[config.mk]
export PLATFORM = sky130hd
export DESIGN_NAME = disp_regctrl_mc
export DESIGN_NICKNAME = d
export VERILOG_FILES = /design/src/rtl/disp_pkg.sv /design/src/rtl/disp_ch_regs.sv /design/src/rtl/disp_regctrl_mc.sv
export SDC_FILE = /design/constraint.sdc
export NUM_CORES = 1
export LEC_CHECK = 0
export CAP_MARGIN = 20
export CORE_UTILIZATION = 55
export CTS_CLUSTER_DIAMETER = 100
export CTS_CLUSTER_SIZE = 28
export DETAILED_ROUTE_END_ITERATION = 8
export DONT_BUFFER_PORTS = 1
export PLACE_DENSITY = 0.77
export SETUP_SLACK_MARGIN = 0.4
export SLEW_MARGIN = 20
export SYNTH_ARGS = -nofsm -noshare
export SYNTH_HDL_FRONTEND = slang
export SYNTH_SLANG_ARGS = --single-unit
[constraint.sdc]
create_clock -name ACLK -period 8.3 [get_ports ACLK]
set_input_delay 1.66 -clock ACLK [delete_from_list [all_inputs] [get_ports ACLK]]
set_output_delay 1.66 -clock ACLK [all_outputs]
set_load 0.005 [all_outputs]
[src/rtl/disp_pkg.sv]
// Shared definitions for the multi-channel display register controller:
// register offsets, interrupt status bit positions and parameter defaults.
package disp_pkg;

    typedef logic [11:0] reg_addr_t;
    typedef logic [3:0]  ch_off_t;

    // Parameter defaults
    localparam int NCH_DEF = 2;
    localparam int AW_DEF  = 29;
    localparam int FCW_DEF = 16;

    // Global register offsets
    localparam reg_addr_t REG_DISPCTRL  = 12'h000;
    localparam reg_addr_t REG_DISPIEN   = 12'h004;
    localparam reg_addr_t REG_DISPISTAT = 12'h008;
    localparam reg_addr_t REG_DISPFIFO  = 12'h00C;
    localparam reg_addr_t REG_FRAMECNT  = 12'h010;

    // Per-channel register window
    localparam reg_addr_t CH_BASE   = 12'h100;
    localparam reg_addr_t CH_STRIDE = 12'h010;
    localparam ch_off_t   CH_SHADOW = 4'h0;
    localparam ch_off_t   CH_CTRL   = 4'h4;
    localparam ch_off_t   CH_ACTIVE = 4'h8;

    // Interrupt status / enable bit positions
    localparam int ISTAT_VBLANK = 0;
    localparam int ISTAT_UNDER  = 1;
    localparam int ISTAT_OVER   = 2;

    // Absolute address of a channel register
    function automatic reg_addr_t ch_reg_addr(input int unsigned c, input ch_off_t off);
        return CH_BASE + reg_addr_t'(c) * CH_STRIDE + {8'h00, off};
    endfunction

endpackage

[src/rtl/disp_ch_regs.sv]
// One display channel: byte-writable SHADOW address, UPDREQ handshake,
// ACTIVE (scan-out) address and channel enable.
module disp_ch_regs #(
    parameter int AW = disp_pkg::AW_DEF
) (
    input  logic          i_clk,
    input  logic          i_rst_n,
    input  logic          i_shadow_we,
    input  logic [3:0]    i_byteen,
    input  logic [31:0]   i_wdata,
    input  logic          i_ctrl_we,
    input  logic          i_dispon,
    input  logic          i_vsync_fall,
    output logic [AW-1:0] o_shadow,
    output logic [AW-1:0] o_active,
    output logic          o_ch_en,
    output logic          o_updreq
);

    logic [AW-1:0] r_shadow;
    logic [AW-1:0] r_active;
    logic          r_ch_en;
    logic          r_updreq;
    logic [AW-1:0] w_shadow_next;
    logic          w_xfer;
    logic          w_upd_set;
    logic          w_unused;

    // Upper write-data bits beyond AW have no storage
    assign w_unused  = ^i_wdata;

    // A pending request is consumed by the frame boundary; the SHADOW sampled
    // is the registered one, so a write landing on the same edge is not seen
    assign w_xfer    = i_vsync_fall && r_updreq;
    assign w_upd_set = i_ctrl_we && i_wdata[1];

    // Byte-lane merge of write data into SHADOW
    always_comb begin
        w_shadow_next = r_shadow;
        for (int i = 0; i < AW; i++) begin
            if (i_shadow_we && i_byteen[i / 8]) begin
                w_shadow_next[i] = i_wdata[i];
            end
        end
    end

    // SHADOW and channel enable registers
    always_ff @(posedge i_clk or negedge i_rst_n) begin
        if (!i_rst_n) begin
            r_shadow <= '0;
            r_ch_en  <= 1'b0;
        end else begin
            r_shadow <= w_shadow_next;
            if (i_ctrl_we) begin
                r_ch_en <= i_wdata[0];
            end
        end
    end

    // ACTIVE follows SHADOW freely while the display is off, else only on a granted update
    always_ff @(posedge i_clk or negedge i_rst_n) begin
        if (!i_rst_n) begin
            r_active <= '0;
        end else if (!i_dispon || w_xfer) begin
            r_active <= r_shadow;
        end
    end

    // UPDREQ: a new request wins over the clear so it carries into the next frame
    always_ff @(posedge i_clk or negedge i_rst_n) begin
        if (!i_rst_n) begin
            r_updreq <= 1'b0;
        end else if (w_upd_set) begin
            r_updreq <= 1'b1;
        end else if (!i_dispon || w_xfer) begin
            r_updreq <= 1'b0;
        end
    end

    assign o_shadow = r_shadow;
    assign o_active = r_active;
    assign o_ch_en  = r_ch_en;
    assign o_updreq = r_updreq;

endmodule

[src/rtl/disp_regctrl_mc.sv]
// Multi-channel display register controller: register decode, VSYNC and
// overflow synchronisers, interrupt status, frame counter and read mux.
module disp_regctrl_mc #(
    parameter int NCH = disp_pkg::NCH_DEF,
    parameter int AW  = disp_pkg::AW_DEF,
    parameter int FCW = disp_pkg::FCW_DEF
) (
    input  logic              ACLK,
    input  logic              ARST_N,
    input  logic              DSP_VSYNC_X,
    input  logic [15:0]       WRADDR,
    input  logic [3:0]        BYTEEN,
    input  logic              WREN,
    input  logic [31:0]       WDATA,
    input  logic [15:0]       RDADDR,
    input  logic              RDEN,
    output logic [31:0]       RDATA,
    output logic              DISPON,
    output logic [NCH-1:0]    CH_EN,
    output logic [NCH*AW-1:0] DISPADDR,
    output logic              DSP_IRQ,
    input  logic [NCH-1:0]    BUF_UNDER,
    input  logic [NCH-1:0]    BUF_OVER
);

    import disp_pkg::*;

    logic            r_dispon;
    logic [2:0]      r_ien;
    logic [2:0]      r_istat;
    logic [NCH-1:0]  r_under;
    logic [NCH-1:0]  r_over;
    logic [FCW-1:0]  r_framecnt;
    logic            r_irq;
    logic [2:0]      r_vs_sync;
    logic [NCH-1:0]  r_over_s1;
    logic [NCH-1:0]  r_over_s2;

    logic            w_wr;
    reg_addr_t       w_wa;
    reg_addr_t       w_ra;
    logic            w_vsync_fall;
    logic [2:0]      w_istat_set;
    logic [2:0]      w_istat_clr;
    logic [NCH-1:0]  w_under_clr;
    logic [NCH-1:0]  w_over_clr;
    logic            w_unused;
    logic [AW-1:0]   w_shadow [NCH];
    logic [AW-1:0]   w_active [NCH];
    logic [NCH-1:0]  w_updreq;

    // Reads are combinational from RDADDR, so the strobe carries no information
    assign w_unused = RDEN;

    assign w_wr = WREN && (WRADDR[15:12] == 4'h0);
    assign w_wa = WRADDR[11:0];
    assign w_ra = RDADDR[11:0];

    // Falling edge seen between the two oldest synchroniser stages
    assign w_vsync_fall = r_vs_sync[2] && !r_vs_sync[1];

    // Status set sources and W1C masks
    always_comb begin
        w_istat_set               = '0;
        w_istat_set[ISTAT_VBLANK] = w_vsync_fall;
        w_istat_set[ISTAT_UNDER]  = |BUF_UNDER;
        w_istat_set[ISTAT_OVER]   = |r_over_s2;
        w_istat_clr = (w_wr && w_wa == REG_DISPISTAT && BYTEEN[0]) ? WDATA[2:0] : 3'b000;
        w_under_clr = (w_wr && w_wa == REG_DISPFIFO && BYTEEN[0]) ? WDATA[NCH-1:0] : '0;
        w_over_clr  = (w_wr && w_wa == REG_DISPFIFO && BYTEEN[2]) ? WDATA[16 +: NCH] : '0;
    end

    // VSYNC and overflow synchronisers (VSYNC idles high)
    always_ff @(posedge ACLK or negedge ARST_N) begin
        if (!ARST_N) begin
            r_vs_sync <= 3'b111;
            r_over_s1 <= '0;
            r_over_s2 <= '0;
        end else begin
            r_vs_sync <= {r_vs_sync[1:0], DSP_VSYNC_X};
            r_over_s1 <= BUF_OVER;
            r_over_s2 <= r_over_s1;
        end
    end

    // Global control registers
    always_ff @(posedge ACLK or negedge ARST_N) begin
        if (!ARST_N) begin
            r_dispon <= 1'b0;
            r_ien    <= 3'b000;
        end else begin
            if (w_wr && w_wa == REG_DISPCTRL && BYTEEN[0]) begin
                r_dispon <= WDATA[0];
            end
            if (w_wr && w_wa == REG_DISPIEN && BYTEEN[0]) begin
                r_ien <= WDATA[2:0];
            end
        end
    end

    // Sticky status flags: a set in the same cycle as a clear wins
    always_ff @(posedge ACLK or negedge ARST_N) begin
        if (!ARST_N) begin
            r_istat <= 3'b000;
            r_under <= '0;
            r_over  <= '0;
        end else begin
            r_istat <= (r_istat & ~w_istat_clr) | w_istat_set;
            r_under <= (r_under & ~w_under_clr) | BUF_UNDER;
            r_over  <= (r_over & ~w_over_clr) | r_over_s2;
        end
    end

    // Frame counter: any write clears it, otherwise counts displayed frames
    always_ff @(posedge ACLK or negedge ARST_N) begin
        if (!ARST_N) begin
            r_framecnt <= '0;
        end else if (w_wr && w_wa == REG_FRAMECNT) begin
            r_framecnt <= '0;
        end else if (w_vsync_fall && r_dispon) begin
            r_framecnt <= r_framecnt + FCW'(1);
        end
    end

    // Registered interrupt line
    always_ff @(posedge ACLK or negedge ARST_N) begin
        if (!ARST_N) begin
            r_irq <= 1'b0;
        end else begin
            r_irq <= |(r_istat & r_ien);
        end
    end

    generate
        for (genvar gi = 0; gi < NCH; gi++) begin : g_ch
            disp_ch_regs #(
                .AW(AW)
            ) u_ch (
                .i_clk        (ACLK),
                .i_rst_n      (ARST_N),
                .i_shadow_we  (w_wr && w_wa == ch_reg_addr(gi, CH_SHADOW)),
                .i_byteen     (BYTEEN),
                .i_wdata      (WDATA),
                .i_ctrl_we    (w_wr && w_wa == ch_reg_addr(gi, CH_CTRL) && BYTEEN[0]),
                .i_dispon     (r_dispon),
                .i_vsync_fall (w_vsync_fall),
                .o_shadow     (w_shadow[gi]),
                .o_active     (w_active[gi]),
                .o_ch_en      (CH_EN[gi]),
                .o_updreq     (w_updreq[gi])
            );
            assign DISPADDR[gi*AW +: AW] = w_active[gi];
        end
    endgenerate

    // Read mux; anything unmapped (including channels >= NCH) reads 0
    always_comb begin
        RDATA = '0;
        if (RDADDR[15:12] == 4'h0) begin
            case (w_ra)
                REG_DISPCTRL:  RDATA = 32'(r_dispon);
                REG_DISPIEN:   RDATA = 32'(r_ien);
                REG_DISPISTAT: RDATA = 32'(r_istat);
                REG_DISPFIFO: begin
                    RDATA[NCH-1:0]   = r_under;
                    RDATA[16 +: NCH] = r_over;
                end
                REG_FRAMECNT:  RDATA = 32'(r_framecnt);
                default:       RDATA = '0;
            endcase
            for (int c = 0; c < NCH; c++) begin
                if (w_ra == ch_reg_addr(c, CH_SHADOW)) RDATA = 32'(w_shadow[c]);
                if (w_ra == ch_reg_addr(c, CH_CTRL))   RDATA = {30'd0, w_updreq[c], CH_EN[c]};
                if (w_ra == ch_reg_addr(c, CH_ACTIVE)) RDATA = 32'(w_active[c]);
            end
        end
    end

    assign DISPON  = r_dispon;
    assign DSP_IRQ = r_irq;

endmodule

==> flow_metrics.env, run 1 <==
export IMPL_status="finished, final reports clean"
export IMPL_reg2regPathDepth=5
export IMPL_reg2reg_from="r_vs_sync[2]"
export IMPL_clockBufferDepth=2
export IMPL_holdCritPathClass="flip-flop to flip-flop"
export IMPL_grt_max_degree=156
export IMPL_path_clk_slew_ps=60
export IMPL_cts_tree="built"
export IMPL_ys_types=55
export IMPL_grt_first_pass_wirelength_um=30200
export IMPL_worstPathArrival_ps=4120
export IMPL_finalSetupViolCount=0
export IMPL_synth_main_ff_cell="dfrtp_1"
export IMPL_num_io_pins=171
export IMPL_start_util=0.573
export IMPL_clock_latency_ps=420
export IMPL_nFillCells=1000
export IMPL_antenna_found_initial=0
export IMPL_required_ps=6640
export IMPL_switching_share=0.208
export IMPL_internal_power_uw=1250
export IMPL_dr_pass1_iters=8
export IMPL_ys_seq_area_frac=0.531
export IMPL_critical_path_class="input port to primary output"
export IMPL_htreeDepth=4
export IMPL_p_switching_uw=327
export IMPL_cp_startpoint="RDADDR[9]"
export IMPL_antennaDiodeCount=0
export IMPL_path_max_fanout=11
export IMPL_crit_family="simple AND/OR/NAND/NOR gates"
export IMPL_via_per_inst=6.68
export IMPL_power_frac_seq=0.483
export IMPL_die_width_um=117
export IMPL_gr_total_overflow=0
export IMPL_async_reset_ff_frac=1.00
export IMPL_worst_slew_pin_slew_ps=1100
export IMPL_maxSlewHeadroom=0.262
export IMPL_syn_area_um2=7310
export IMPL_ff2ff_setup_slack_ps=6030
export IMPL_hold_viol=0
export IMPL_r2r_end="g_ch[0].u_ch.o_active[12]"
export IMPL_vias=5256
export IMPL_endpoint="RDATA[24]"
export IMPL_syn_area_per_cell_um2=12.0
export IMPL_cpPeakStageDelay_ps=760
export IMPL_grt_pass1_vias=5400
export IMPL_vdd_drop_max_mv=0.139
export IMPL_io_buffer_count=0
export IMPL_coreArea_um2=12800
export IMPL_critPathSlowestCell="or4b_1"
export IMPL_cts_setup_buffers=0
export IMPL_cp_num_cells=5
export IMPL_layout_nets=680
export IMPL_drive_above_1_share=0.288
export IMPL_fin_skew_ps=6.35
export IMPL_final_antenna_net_count=0
export IMPL_place_inst=755
export IMPL_combPwrFrac=0.011
export IMPL_rsz0062_at_grt="false"
export IMPL_clkPwrFrac=0.506
export IMPL_die_area_um2=13800
export IMPL_rows=41
export IMPL_first_iter_violations=590
export IMPL_syn2layout_area_growth_pct=9.53
export IMPL_cts_root_buf="clkbuf_16"
export IMPL_dp_hpwl_um=12800
export IMPL_crit_chain="or4b_1, or3_4, nor2_1, a222oi_1, a21oi_1"
export IMPL_final_cell_count_no_fill=787
export IMPL_synth_edf_count=0
export IMPL_crit_path_start_kind="input port"
export IMPL_setup_tns_ps=0
export IMPL_cts_hold_buf=0
export IMPL_die_y_um=117
export IMPL_path_buf_inv=0
export IMPL_netlist_instances=611
export IMPL_wl_per_cell_um=24.4
export IMPL_fmax_ghz=0.173
export IMPL_power_density_nw_per_um2=196
export IMPL_wl_um=19200
export IMPL_cts_buffers=17
export IMPL_cts_num_sinks=155
export IMPL_synth_seq_cells=155
export IMPL_end_kind="primary output"
export IMPL_grt_total_usage=0.286
export IMPL_drcViolationCount=0
export IMPL_p_leak_uw=0.00368
export IMPL_fin_crit_sh=0.696
export IMPL_yosys_warnings=0
export IMPL_period_needed_ps=5780
export IMPL_gp_congestion=0.907
export IMPL_post_cts_resized=0
export IMPL_finalMaxSlewViolations=0
export IMPL_drv_cap=0
## final cells by class
| cell class | instances | area [µm²] | share of cell area |
|---|---|---|---|
| repair buffers | 6 | 45.0 | 0.00562 |
| well taps | 172 | 215 | 0.0269 |
| clock buffers | 19 | 443 | 0.0553 |
| flip-flops and latches | 155 | 3880 | 0.485 |
| multi-input cells | 412 | 3220 | 0.402 |
| clock inverters | 13 | 169 | 0.0211 |
| inverters | 10 | 37.5 | 0.00469 |
## power groups by stage
stage	registers [µW]	logic [µW]	clock network, µW
after detailed placement	773	16.0	0
final	760	16.6	797
after global routing	759	17.9	839
after floorplan	773	15.8	0
after CTS	760	16.2	808
after global placement	773	16.0	0
## cell usage after synthesis (all sizes together), types with 2 or more instances
cell,count,area share
dfrtp,152,0.52
nor4,8,0.0089
nor3,13,0.016
nand4,6,0.0051
a222oi,27,0.037
nor3b,2,0.0027
mux2i,2,0.0027
nor2,32,0.016
a22o,2,0.0024
nor2b,7,0.0060
xnor2,7,0.0084
clkbuf,22,0.011
or3,3,0.0032
or2,2,0.0017
a22oi,2,0.0021
buf,14,0.014
and3b,2,0.0024
a21o,19,0.020
and3,7,0.0060
a211o,2,0.0024
a31oi,3,0.0026
o22ai,3,0.0026
o21ai,12,0.0082
inv,10,0.0051
dfstp,3,0.011
nand2b,4,0.0034
or4,5,0.0051
nand2,47,0.024
xor2,4,0.0048
or4b,2,0.0027
a221oi,2,0.0024
nand3,14,0.0096
a21oi,31,0.021
and4,3,0.0036
mux2,125,0.19
## logic make-up (layout without fill, tap and decap cells)
kind of cell             after synthesis  after routing  synth area share
buffers and inverters                 46             48            0.0301
multiplexers                         127            127             0.195
XOR/XNOR                              11             11            0.0132
AND/OR/NAND/NOR                      161            161             0.121
other                                  1              3          0.000513
flip-flops                           155            155             0.531
AO/OA/AOI/OAI                        109            109             0.108
adder cells (fa/ha/maj)                1              1           0.00171
## how the worst min path moves through the flow
stage | cells past startpoint | endpoint | from | slack (ps)
2_1_floorplan | 0 | r_over_s2[0] | r_over_s1[0] | 330
5_1_grt | 0 | r_vs_sync[1] | r_vs_sync[0] | 370
3_3_place_gp | 0 | r_over_s2[0] | r_over_s1[0] | 340
6_report | 0 | r_over_s2[1] | r_over_s1[1] | 360
4_1_cts | 0 | r_vs_sync[1] | r_vs_sync[0] | 370
3_5_place_dp | 0 | r_over_s2[0] | r_over_s1[0] | 340
## cell usage in the layout, fill, tap and decap left out, drive strengths merged, types with 4 or more instances in the layout
cell,n
dfrtp,152
nor3,13
nand2,47
a222oi,27
and3,7
or4,5
buf,6
clkinv,5
nand3,14
nand4,6
nand2b,4
clkbuf,19
a21o,19
nor2,32
mux2,125
a21oi,31
xor2,4
nor2b,7
nor4,8
o21ai,12
inv,11
xnor2,7
clkinvlp,4
## stage by stage
| step | hold slack [ps] | util | total power, µW | area [µm²] | setup slack (ps) |
|---|---|---|---|---|---|
| CTS | 368 | 0.627 | 1580 | 8010 | 2470 |
| finish | 362 | 0.627 | 1570 | 8010 | 2520 |
| floorplan | 331 | - | 789 | 7320 | 3340 |
| global placement | 341 | 0.579 | 789 | 7400 | 2590 |
| global route | 368 | 0.627 | 1620 | 8010 | 2440 |
| detailed placement | 336 | 0.579 | 789 | 7400 | 2570 |
## state kept, by name, summed over array words and instances, names as in the netlist
| register | count |
|---|---|
| g_ch.u_ch.o_active | 58 |
| g_ch.u_ch.o_shadow | 58 |
| r_framecnt | 16 |
| r_ien | 3 |
| r_istat | 3 |
| r_vs_sync | 3 |
| g_ch.u_ch.o_ch_en | 2 |
| g_ch.u_ch.o_updreq | 2 |
| r_over | 2 |
| r_over_s1 | 2 |
| r_over_s2 | 2 |
| r_under | 2 |
| DISPON | 1 |
| DSP_IRQ | 1 |
## routing by layer
metal	vias up	share of wire	track usage
li1	2243	-	-
met1	2694	0.39	0.363
met2	281	0.49	0.459
met3	38	0.090	0.0885
met4	0	0.022	0.110
met5	-	0	0
(Power assumes the default switching activity.)
==> inputs of run 2 (changes only) <==
PLACE_DENSITY = 0.8   (was 0.77)
clock period = 5.1 ns   (was 8.3 ns; I/O delays follow)
==> run 2 against run 1 <==
- count of clock-buffer cells in the layout stayed put
- die area stayed put
- worst hold slack worse by 63 ps
- clock skew is 2.5 ps higher
- global-route usage is 0.41 points lower
- first-iteration DRC count is 2.4% higher
- worst setup slack worse by 1800 ps
- critical path depth stayed put
- design area is 0.48% higher
- non-clock buffer count is 3 higher
- sequential power is 63% higher
- largest cell class unchanged
==> flow_metrics.env, run 2 (synthesis results as in run 1) <==
export IMPL_status="finished, final reports clean"
export IMPL_io_buffer_count=0
export IMPL_antenna_found_initial=0
export IMPL_final_cell_mix="152 x dfrtp_1, 125 x mux2_2, 47 x nand2_1"
export IMPL_grt_first_pass_wirelength_um=30100
export IMPL_vdd_drop_max_mv=0.256
export IMPL_required_ps=4080
export IMPL_p_leak_uw=0.00374
export IMPL_start_util=0.573
export IMPL_layout_nets=683
export IMPL_cts_num_sinks=155
export IMPL_vias=5266
export IMPL_grt_pass1_vias=5510
export IMPL_cts_tree="built"
export IMPL_internal_power_uw=2080
export IMPL_grt_total_usage=0.282
export IMPL_cts_setup_buffers=0
export IMPL_finalMaxSlewViolations=0
export IMPL_end_kind="primary output"
export IMPL_combPwrFrac=0.011
export IMPL_antennaDiodeCount=0
export IMPL_die_area_um2=13800
export IMPL_num_io_pins=171
export IMPL_dp_hpwl_um=12600
export IMPL_rows=41
export IMPL_htreeDepth=4
export IMPL_grt_max_degree=156
export IMPL_dr_pass1_iters=7
export IMPL_first_iter_violations=604
export IMPL_drcViolationCount=0
export IMPL_final_antenna_net_count=0
export IMPL_wl_um=19000
export IMPL_syn2layout_area_growth_pct=10.1
export IMPL_setup_tns_ps=0
export IMPL_post_cts_resized=0
export IMPL_finalSetupViolCount=0
export IMPL_cts_buffers=17
export IMPL_via_per_inst=6.68
export IMPL_clock_latency_ps=420
export IMPL_switching_share=0.202
export IMPL_clockBufferDepth=2
export IMPL_path_clk_slew_ps=60
export IMPL_hold_viol=0
export IMPL_power_frac_seq=0.474
export IMPL_final_common_cell="dfrtp_1"
export IMPL_reg2regPathDepth=5
export IMPL_gp_congestion=0.940
export IMPL_p_switching_uw=527
export IMPL_crit_path_start_kind="input port"
export IMPL_path_max_fanout=17
export IMPL_maxSlewHeadroom=0.324
export IMPL_coreArea_um2=12800
export IMPL_worstPathArrival_ps=3330
export IMPL_rsz0062_at_grt="false"
export IMPL_fmax_ghz=0.230
export IMPL_die_y_um=117
export IMPL_cts_hold_buf=0
export IMPL_fin_crit_sh=0.852
export IMPL_drive_above_1_share=0.291
export IMPL_die_width_um=117
export IMPL_cts_root_buf="clkbuf_16"
export IMPL_hold_ws_ps=299
export IMPL_worst_slew_pin_slew_ps=1010
export IMPL_gr_total_overflow=0
export IMPL_wl_per_cell_um=24.1
export IMPL_clkPwrFrac=0.516
export IMPL_critical_path_class="input port to primary output"
export IMPL_drv_cap=0
export IMPL_holdCritPathClass="input port to async pin"
export IMPL_power_density_nw_per_um2=324
export IMPL_fin_skew_ps=8.87
export IMPL_period_needed_ps=4350
-- run 2: changes by cell type in the layout (fill, tap and decap cells not counted) --
cell / before / now
buf_4: 6 / 9
clkinvlp_4: 4 / 1
clkinv_2: 1 / 3
clkinv_4: 4 / 2
bufinv_16: 3 / 4
clkbuf_1: 1 / 0
clkbuf_8: 1 / 2
nor3_2: 3 / 2
nor3_4: 3 / 4
-- run 2: metal layers --
layer / share of wire / track usage / vias to the layer above
met5: 0 / 0 / -
met2: 0.49 / 0.455 / 294
met3: 0.094 / 0.0934 / 34
met1: 0.40 / 0.358 / 2683
met4: 0.016 / 0.0942 / 0
li1: - / - / 2255
-- run 2: worst paths after layout --
kind                               from                   endpoint  slack (ps)
setup / recovery              RDADDR[9]                  RDATA[23]         750
hold / removal                   ARST_N   g_ch[1].u_ch.o_active[0]         300
setup reg to reg                 DISPON             r_framecnt[12]        2880
hold reg to reg            r_over_s1[0]               r_over_s2[0]         350
max in group asynchronous        ARST_N  g_ch[1].u_ch.o_shadow[11]        4580
min in group ACLK          r_over_s1[0]               r_over_s2[0]         350
-- run 2: per-stage QoR --
| step | util | worst slack, ps | std cells | total power (µW) | cell area [µm²] |
|---|---|---|---|---|---|
| final | 0.630 | 753 | 788 | 2610 | 8050 |
| after detailed placement | 0.581 | 789 | 758 | 1290 | 7420 |
| after CTS | 0.630 | 786 | 788 | 2620 | 8040 |
| after floorplan | - | 1420 | 613 | 1280 | 7320 |
| after global routing | 0.630 | 677 | 788 | 2670 | 8050 |
| after global placement | 0.581 | 782 | 758 | 1280 | 7420 |
-- run 2: layout make-up --
type                            count  area, µm²
Timing Repair Buffer                9       67.6
Clock buffer                       19        453
Fill cell                         974       4720
Tap cell                          172        215
Sequential cell                   155       3880
Clock inverter                     11        169
Multi-Input combinational cell    412       3230
Inverter                           10       37.5
-- run 2: worst max-delay path: stages --
cell and delay, ps:
or4b_1 770, nor3_4 840, buf_4 330, a222oi_1 130, a21oi_1 240
-- run 2: power groups by stage --
stage          logic [µW]  clock network (µW)  registers (µW)
3_3_place_gp         26.2                   0            1260
6_report             27.5                1350            1240
3_5_place_dp         26.6                   0            1260
2_1_floorplan        25.6                   0            1260
5_1_grt              29.3                1400            1240
4_1_cts              26.7                1350            1240
